$ cat src/rtl/suma_bcd_pkg.sv
// Shared types and constants for the digit-serial BCD adder.
package suma_bcd_pkg;

    typedef logic [3:0] bcd_t;

    localparam int DIG_MAX       = 9;
    localparam int N_DIGITOS_DEF = 4;

    typedef enum logic [1:0] {
        REPOSO,
        SUMANDO,
        LISTO
    } estado_suma_t;

    // True when a nibble is a legal decimal digit.
    function automatic logic es_bcd(input bcd_t d);
        return (d <= bcd_t'(DIG_MAX));
    endfunction

endpackage

$ cat src/rtl/suma_digito_bcd.sv
// One-digit BCD adder: d/cout from a + b + cin with decimal correction.
module suma_digito_bcd
    import suma_bcd_pkg::*;
(
    input  bcd_t a,
    input  bcd_t b,
    input  logic cin,
    output bcd_t d,
    output logic cout
);

    logic [4:0] s;

    // Binary sum, then subtract ten and raise the carry when the sum leaves the decimal range.
    always_comb begin
        s = {1'b0, a} + {1'b0, b} + {4'b0000, cin};
        if (s > 5'(DIG_MAX)) begin
            d    = 4'(s - 5'd10);
            cout = 1'b1;
        end else begin
            d    = s[3:0];
            cout = 1'b0;
        end
    end

endmodule

$ cat src/rtl/suma_bcd_serial.sv
// Digit-serial BCD adder, least significant digit first.
// Operands are captured on the suma pulse and summed one digit per clock
// through a single shared digit adder; the (N_DIGITOS+1)-digit result is
// held with valido until the next request or a reset.
// Optional build macro SUMA_BCD_CHECK_EN adds the digito_inv port and
// rejects operands containing a non-decimal digit.
module suma_bcd_serial
    import suma_bcd_pkg::*;
#(
    parameter int N_DIGITOS = N_DIGITOS_DEF
)
(
    input  logic                    clk,
    input  logic                    rst,
    input  logic                    rst_sv,
    input  bcd_t [N_DIGITOS-1:0]    numero_sv,
    input  bcd_t [N_DIGITOS-1:0]    numero,
    input  logic                    suma,
    output bcd_t [N_DIGITOS:0]      resultado,
    output logic                    ocupado,
    output logic                    valido
`ifdef SUMA_BCD_CHECK_EN
    ,
    output logic                    digito_inv
`endif
);

    localparam int IDX_W = (N_DIGITOS > 1) ? $clog2(N_DIGITOS) : 1;

    estado_suma_t          estado;
    bcd_t [N_DIGITOS-1:0]  op_a;
    bcd_t [N_DIGITOS-1:0]  op_b;
    logic [IDX_W-1:0]      idx;
    logic                  carry;

    bcd_t dig_a;
    bcd_t dig_b;
    bcd_t dig_s;
    logic dig_cout;
    logic ultimo;

    assign dig_a  = op_a[idx];
    assign dig_b  = op_b[idx];
    assign ultimo = (idx == IDX_W'(N_DIGITOS - 1));

    suma_digito_bcd u_digito (
        .a    (dig_a),
        .b    (dig_b),
        .cin  (carry),
        .d    (dig_s),
        .cout (dig_cout)
    );

`ifdef SUMA_BCD_CHECK_EN
    logic hay_inv;

    // Flag latched operands that contain any nibble above nine.
    always_comb begin
        hay_inv = 1'b0;
        for (int i = 0; i < N_DIGITOS; i++) begin
            if (!es_bcd(op_a[i]) || !es_bcd(op_b[i])) begin
                hay_inv = 1'b1;
            end
        end
    end
`endif

    // Control FSM and datapath: accept, one digit per edge, then hold the result.
    always_ff @(posedge clk) begin
        if (rst || rst_sv) begin
            estado    <= REPOSO;
            op_a      <= '0;
            op_b      <= '0;
            idx       <= '0;
            carry     <= 1'b0;
            resultado <= '0;
            ocupado   <= 1'b0;
            valido    <= 1'b0;
`ifdef SUMA_BCD_CHECK_EN
            digito_inv <= 1'b0;
`endif
        end else begin
            case (estado)
                REPOSO, LISTO: begin
                    if (suma) begin
                        op_a      <= numero_sv;
                        op_b      <= numero;
                        idx       <= '0;
                        carry     <= 1'b0;
                        resultado <= '0;
                        valido    <= 1'b0;
                        ocupado   <= 1'b1;
                        estado    <= SUMANDO;
`ifdef SUMA_BCD_CHECK_EN
                        digito_inv <= 1'b0;
`endif
                    end
                end
                SUMANDO: begin
`ifdef SUMA_BCD_CHECK_EN
                    if (hay_inv) begin
                        resultado  <= '0;
                        valido     <= 1'b1;
                        ocupado    <= 1'b0;
                        digito_inv <= 1'b1;
                        estado     <= LISTO;
                    end else begin
`else
                    begin
`endif
                        resultado[idx] <= dig_s;
                        carry          <= dig_cout;
                        idx            <= idx + 1'b1;
                        if (ultimo) begin
                            resultado[N_DIGITOS] <= {3'b000, dig_cout};
                            valido  <= 1'b1;
                            ocupado <= 1'b0;
                            estado  <= LISTO;
                        end
                    end
                end
                default: begin
                    estado <= REPOSO;
                end
            endcase
        end
    end

endmodule
$ cat config.mk
export PLATFORM = sky130hd
export DESIGN_NAME = suma_bcd_serial
export DESIGN_NICKNAME = d
export VERILOG_FILES = /design/src/rtl/suma_bcd_pkg.sv /design/src/rtl/suma_digito_bcd.sv /design/src/rtl/suma_bcd_serial.sv
export SDC_FILE = /design/constraint.sdc
export NUM_CORES = 1
export LEC_CHECK = 0
export ABC_AREA = 1
export CORE_AREA = 4 4 61 105
export CTS_BUF_LIST = sky130_fd_sc_hd__clkbuf_4
export DETAILED_ROUTE_END_ITERATION = 7
export DIE_AREA = 0 0 65 109
export PLACE_DENSITY = 0.74
export SYNTH_ARGS = -nofsm -noshare
export SYNTH_HDL_FRONTEND = slang
export SYNTH_SLANG_ARGS = --single-unit
$ cat constraint.sdc
create_clock -name clk -period 3 [get_ports clk]
set_clock_uncertainty 0.05 [all_clocks]
set_input_delay 0.6 -clock clk [delete_from_list [all_inputs] [get_ports clk]]
set_output_delay 0.6 -clock clk [all_outputs]
set_load 0.005 [all_outputs]
==> flow_metrics.env, run 1 <==
export IMPL_clock_latency_ns=0.37
export IMPL_utilization_pct=61.0
export IMPL_cp_end_kind="register"
export IMPL_cts_root_buffer="clkbuf_4"
export IMPL_totalWireLength_mm=6.12
export IMPL_place_area_mm2=0.00321
export IMPL_dp_hpwl_mm=4.59
export IMPL_p_per_area_mw_per_mm2=426
export IMPL_dr_first_iter_drc_count=127
export IMPL_yosys_warnings=0
export IMPL_diodes=0
export IMPL_grt_overflow_total=0
export IMPL_holdCritStartpoint="resultado[12]$_SDFFE_PP0P_"
export IMPL_synth_area_per_cell_um2=7.40
export IMPL_finalMaxSlewViolations=0
export IMPL_hold_viol_final=0
export IMPL_crit_path_start_kind="register"
export IMPL_fin_crit_sh_pct=96.3
export IMPL_grt_max_degree=34
export IMPL_syn_area_mm2=0.00257
export IMPL_ios=58
export IMPL_grt_pass1_vias=2255
export IMPL_yosysUniqueCellTypes=23
export IMPL_die_x_um=65
export IMPL_layout_nets=453
export IMPL_crit_arrival_ns=3.08
export IMPL_drive_gt1_share_pct=13.7
export IMPL_worst_slew_pin_slew_ns=0.690
export IMPL_route_met3_wl_um=259
export IMPL_dr_pass1_iters=4
export IMPL_synth_seq_area_share_pct=43.6
export IMPL_hold_class="register to register"
export IMPL_r2r_end="resultado[9]$_SDFFE_PP0P_"
export IMPL_m1WireLength_mm=2.30
export IMPL_cts_sinks=56
export IMPL_ys_seq_elements=56
export IMPL_dieArea_mm2=0.00709
export IMPL_wl_per_cell_um=12.6
export IMPL_antenna_found_initial=0
export IMPL_wl_met2_mm=3.28
export IMPL_leakage_nw=1.37
export IMPL_maxCapViolations=0
export IMPL_post_route_min_period_ns=2.89
export IMPL_design_area_mm2=0.00338
export IMPL_status="finished, final reports clean"
export IMPL_post_route_drc_count=0
export IMPL_irDropWorstVdd_mv=0.322
export IMPL_crit_fanout=6
export IMPL_numCtsBuffers=5
export IMPL_path_clk_slew_ns=0.15
export IMPL_die_y_um=109
export IMPL_r2r_start="idx[1]$_SDFFE_PP0P_"
export IMPL_hold_buffers=0
export IMPL_vias_per_cell=5.01
export IMPL_grt_pass1_wl_mm=9.74
export IMPL_syn2layout_area_growth_pct=31.3
export IMPL_syn_inst=348
export IMPL_place_gp_congestion=0.955
export IMPL_required_ns=3.19
export IMPL_slew_limit_headroom_pct=54.0
export IMPL_ant_nets=0
export IMPL_path_class="register to register"
export IMPL_cts_buffer_depth=2
export IMPL_fp_coreArea_mm2=0.00554
export IMPL_hold_path_end="resultado[12]$_SDFFE_PP0P_"
export IMPL_top_layer="met4"
export IMPL_h_tree_depth=2
export IMPL_port_buffers=54
export IMPL_finalSetupViolCount=0
export IMPL_r2r_slack_ns=0.11
export IMPL_tritoncts="done"
export IMPL_grt_usage_pct=17.7
export IMPL_vias=2424
export IMPL_start_util_pct=46.5
export IMPL_fmax_mhz=346
export IMPL_rr_worst_depth=15
export IMPL_fin_ws_ns=0.111
export IMPL_hold_depth=2
export IMPL_num_rows=36
export IMPL_pre_cts_ws_ns=-0.0132
report_power, final:
part | internal (mW) | switching [mW] | total, mW
clock network | 0.184 | 0.221 | 0.405
registers | 0.765 | 0.0128 | 0.777
logic | 0.108 | 0.149 | 0.257
stage by stage:
| step | total power, mW | hold WS (ns) | std cells | setup TNS, ns |
|---|---|---|---|---|
| detailed placement | 1.04 | 0.404 | 472 | -0.0341 |
| finish | 1.44 | 0.420 | 484 | 0 |
| CTS | 1.44 | 0.422 | 480 | 0 |
| floorplan | 0.953 | 0.406 | 350 | 0 |
| global route | 1.50 | 0.439 | 484 | -0.283 |
| global placement | 1.04 | 0.398 | 472 | 0 |
worst max-delay path, stage by stage (launching register included):
cell	delay (ns)
dfxtp_4	0.42
clkinvlp_4	0.14
o21ai_1	0.12
o22ai_2	0.10
fa_2	0.43
fa_2	0.55
inv_1	0.07
ha_1	0.20
inv_1	0.07
nor2_1	0.05
a21oi_2	0.16
nand2_4	0.10
nand2_8	0.10
nand2_4	0.06
nand3_1	0.07
a21oi_1	0.06
worst max path at each step:
stage	cells past startpoint	from	slack, ns	end
6_report	15	idx[1]$_SDFFE_PP0P_	0.11	resultado[9]$_SDFFE_PP0P_
5_1_grt	15	idx[1]$_SDFFE_PP0P_	-0.04	resultado[3]$_SDFFE_PP0P_
4_1_cts	16	idx[0]$_SDFFE_PP0P_	0.004	resultado[9]$_SDFFE_PP0P_
3_5_place_dp	16	idx[0]$_SDFFE_PP0P_	-0.01	resultado[2]$_SDFFE_PP0P_
3_3_place_gp	16	idx[0]$_SDFFE_PP0P_	0.06	resultado[6]$_SDFFE_PP0P_
2_1_floorplan	17	idx[0]$_SDFFE_PP0P_	0.03	resultado[3]$_SDFFE_PP0P_
synth_stat cells:
cell type / n / area, um2
dfxtp_1: 56 / 1120
nor3_1: 1 / 5.00
a21oi_1: 24 / 120
nand2_1: 37 / 139
inv_2: 4 / 15.0
ha_1: 8 / 100
o21ai_0: 49 / 245
nand3_2: 3 / 30.0
nor2_4: 2 / 22.5
buf_2: 2 / 10.0
a21oi_4: 1 / 16.3
fa_1: 2 / 40.0
nand2_4: 5 / 56.3
nand3_1: 19 / 95.1
conb_1: 1 / 3.75
clkbuf_1: 13 / 48.8
inv_1: 16 / 60.1
o22ai_1: 8 / 50.1
nand2_2: 2 / 12.5
nor2_1: 87 / 327
nor2_2: 4 / 25.0
buf_4: 3 / 22.5
a21oi_2: 1 / 8.76
cells by family after synthesis:
kind of cell | share of synthesized area (%)
other | 0.146
AND/OR/NAND/NOR | 27.7
buffers and inverters | 6.08
adder cells (fa/ha/maj) | 5.45
flip-flops | 43.6
AO/OA/AOI/OAI | 17.1
metal layers:
metal  GRT usage (%)  vias to the layer above
met5               0                        -
met4            9.98                        0
met3            2.89                       21
met2            34.3                       64
met1            17.1                     1087
li1                -                     1252
cell type report:
type                    count  area (um2)
well taps                  76        95.1
fillers                   516        2160
clock inverters             2        35.0
multi-input cells         256        1350
inverters                  20        78.8
clock buffers               6        45.0
flip-flops and latches     56        1130
repair buffers             68         649
registers in the layout, summed over array words and instances (netlist names):
signal,flops
resultado,17
op_b,16
estado,2
op_a,16
valido,1
ocupado,1
idx,2
carry,1
repair_timing:
action	CTS	global route
gates resized for setup	1	18
pin swaps	0	2
setup endpoints to repair	12	14
buffers inserted	0	4
placed cells by master, fill, tap and decap left out:
cell type	instances
o21ai_4	1
nor2_4	2
buf_6	1
nor3_1	1
nand2_1	36
nand2_8	1
a21oi_1	24
o21ai_0	46
conb_1	3
clkdlybuf4s50_1	54
nor2_2	6
dfxtp_4	2
nand2_4	4
o22ai_2	1
o21ai_2	1
fa_2	2
ha_1	8
inv_2	5
nand3_2	3
o21ai_1	1
bufinv_16	1
a21oi_4	1
nor2_1	85
nand2_2	3
nand3_1	19
o22ai_1	7
buf_4	13
clkinvlp_4	1
clkinv_2	1
a21oi_2	1
dfxtp_1	54
clkbuf_4	6
inv_1	14
Note: power is estimated with default switching activity, not from simulation.
==> run 2, diff against run 1 <==
--- a/config.mk
+++ b/config.mk
@@ -6,11 +6,11 @@
 export NUM_CORES = 1
 export LEC_CHECK = 0
 export ABC_AREA = 1
-export CORE_AREA = 4 4 61 105
+export CORE_AREA = 4 4 94 69
 export CTS_BUF_LIST = sky130_fd_sc_hd__clkbuf_4
 export DETAILED_ROUTE_END_ITERATION = 7
-export DIE_AREA = 0 0 65 109
-export PLACE_DENSITY = 0.74
+export DIE_AREA = 0 0 98 73
+export PLACE_DENSITY = 0.81
 export SYNTH_ARGS = -nofsm -noshare
 export SYNTH_HDL_FRONTEND = slang
 export SYNTH_SLANG_ARGS = --single-unit
==> flow_metrics.env, run 2 (synthesis gave the netlist of run 1 again) <==
export IMPL_totalWireLength_mm=6.09
export IMPL_fin_crit_sh_pct=96.5
export IMPL_crit_path_top_delay_cell="fa_2"
export IMPL_place_gp_congestion=0.828
export IMPL_largest_register_ffs=17
export IMPL_grt_max_degree=37
export IMPL_startpoint="idx[0]$_SDFFE_PP0P_"
export IMPL_irDropWorstVdd_mv=0.169
export IMPL_grt_pass1_vias=2185
export IMPL_cts_buffer_depth=2
export IMPL_finalSetupViolCount=0
export IMPL_crit_fanout=20
export IMPL_multi_input_area_mm2=0.00134
export IMPL_slew_limit_headroom_pct=54.1
export IMPL_largest_register="resultado"
export IMPL_leakage_nw=1.33
export IMPL_post_route_drc_count=0
export IMPL_r2r_slack_ns=0.10
export IMPL_numCtsBuffers=5
export IMPL_grt_usage_pct=17.0
export IMPL_cts_sinks=56
export IMPL_setup_tns_ns=0
export IMPL_path_class="register to register"
export IMPL_fmax_mhz=345
export IMPL_cp_cell_sequence="buf_6 -> o21ai_2 -> o22ai_2 -> fa_2 -> fa_2 -> inv_1 -> ha_1 -> inv_1 -> nor2_1 -> a21oi_2 -> nand2_4 -> nand2_8 -> nand2_4 -> nand3_1 -> a21oi_1"
export IMPL_required_ns=3.19
export IMPL_syn2layout_area_growth_pct=28.3
export IMPL_crit_arrival_ns=3.09
export IMPL_wl_per_cell_um=12.8
export IMPL_layout_nets=446
export IMPL_drive_gt1_share_pct=11.2
export IMPL_maxCapViolations=0
export IMPL_fin_total_pwr_mw=1.43
export IMPL_vias=2390
export IMPL_dp_hpwl_mm=4.33
export IMPL_cp_end_kind="register"
export IMPL_clock_latency_ns=0.38
export IMPL_ios=58
export IMPL_fillers=539
export IMPL_hold_viol_final=0
export IMPL_r2r_end="resultado[5]$_SDFFE_PP0P_"
export IMPL_vias_per_cell=5.02
export IMPL_utilization_pct=58.9
export IMPL_dr_pass1_iters=5
export IMPL_grt_overflow_total=0
export IMPL_cts_setup_buffers=0
export IMPL_seq_area_mm2=0.00113
export IMPL_p_per_area_mw_per_mm2=434
export IMPL_fp_coreArea_mm2=0.00561
export IMPL_diodes=0
export IMPL_crit_path_start_kind="register"
export IMPL_final_common_cell="nor2_1"
export IMPL_die_x_um=98
export IMPL_top_regs="resultado: 17 flops, op_a: 16 flops, op_b: 16 flops"
export IMPL_final_cell_mix="nor2_1 (86), dfxtp_1 (54), clkdlybuf4s50_1 (54), o21ai_0 (46), nand2_1 (36)"
export IMPL_hold_class="register to register"
export IMPL_r2r_start="idx[0]$_SDFFE_PP0P_"
export IMPL_grt_pass1_wl_mm=10.0
export IMPL_h_tree_depth=2
export IMPL_antenna_found_initial=0
export IMPL_endpoint="resultado[5]$_SDFFE_PP0P_"
export IMPL_port_buffers=54
export IMPL_status="finished, final reports clean"
export IMPL_dr_first_iter_drc_count=97
export IMPL_start_util_pct=45.9
export IMPL_cts_root_buffer="clkbuf_4"
export IMPL_num_rows=23
export IMPL_critPathMaxStageDelay_ns=0.55
export IMPL_post_route_min_period_ns=2.90
export IMPL_tritoncts="done"
export IMPL_finalMaxSlewViolations=0
export IMPL_path_clk_slew_ns=0.14
export IMPL_worst_slew_pin_slew_ns=0.688
export IMPL_hold_buffers=0
export IMPL_die_y_um=73
export IMPL_ant_nets=0
export IMPL_ctsResizeCount=0
export IMPL_rr_worst_depth=15
export IMPL_dieArea_mm2=0.00715
-- run 2: cell type report --
class / instances / area share, %
Multi-Input combinational cell: 256 / 40.5
Clock inverter: 3 / 1.14
Inverter: 20 / 2.27
Clock buffer: 5 / 1.14
Sequential cell: 56 / 34.1
Timing Repair Buffer: 61 / 18.1
Tap cell: 75 / 2.84
-- run 2: worst min-delay path by stage --
stage                               startpoint                          to  slack [ns]  cells after the start
floorplan            resultado[4]$_SDFFE_PP0P_   resultado[4]$_SDFFE_PP0P_        0.41                      2
global placement     resultado[0]$_SDFFE_PP0P_   resultado[0]$_SDFFE_PP0P_        0.40                      2
detailed placement   resultado[6]$_SDFFE_PP0P_   resultado[6]$_SDFFE_PP0P_        0.41                      2
CTS                  resultado[6]$_SDFFE_PP0P_   resultado[6]$_SDFFE_PP0P_        0.43                      2
global route        resultado[12]$_SDFFE_PP0P_  resultado[12]$_SDFFE_PP0P_        0.45                      2
finish               resultado[8]$_SDFFE_PP0P_   resultado[8]$_SDFFE_PP0P_        0.42                      2
-- run 2: power breakdown --
part	internal [mW]	switching (mW)	total, mW	leakage [nW]
Clock	0.171	0.229	0.400	0.0403
Sequential	0.765	0.0124	0.778	0.457
Combinational	0.106	0.149	0.255	0.830
-- run 2: per-layer routing --
metal	global-route usage [%]	vias to the layer above	wire, um
li1	-	1229	-
met1	23.6	1077	2980
met2	26.4	77	2670
met3	3.72	7	382
met4	5.53	0	58
met5	0	-	0
-- run 2: through the flow --
step / std cells / hold WS (ns) / setup slack [ns] / area, um2
after floorplan: 350 / 0.406 / 0.0259 / 2590
final: 476 / 0.423 / 0.105 / 3300
after detailed placement: 468 / 0.408 / 0.0635 / 3190
after global placement: 468 / 0.401 / 0.153 / 3190
after global routing: 476 / 0.451 / -0.0304 / 3300
after CTS: 476 / 0.428 / 0.0291 / 3260
-- run 2: critical path: cells and delay by family, from the launching register on --
family,cells,cell delay (ns)
compound gates,4,0.45
fa+ha+maj,3,1.19
buf+inv,3,0.32
flops,1,0.36
simple gates,5,0.40
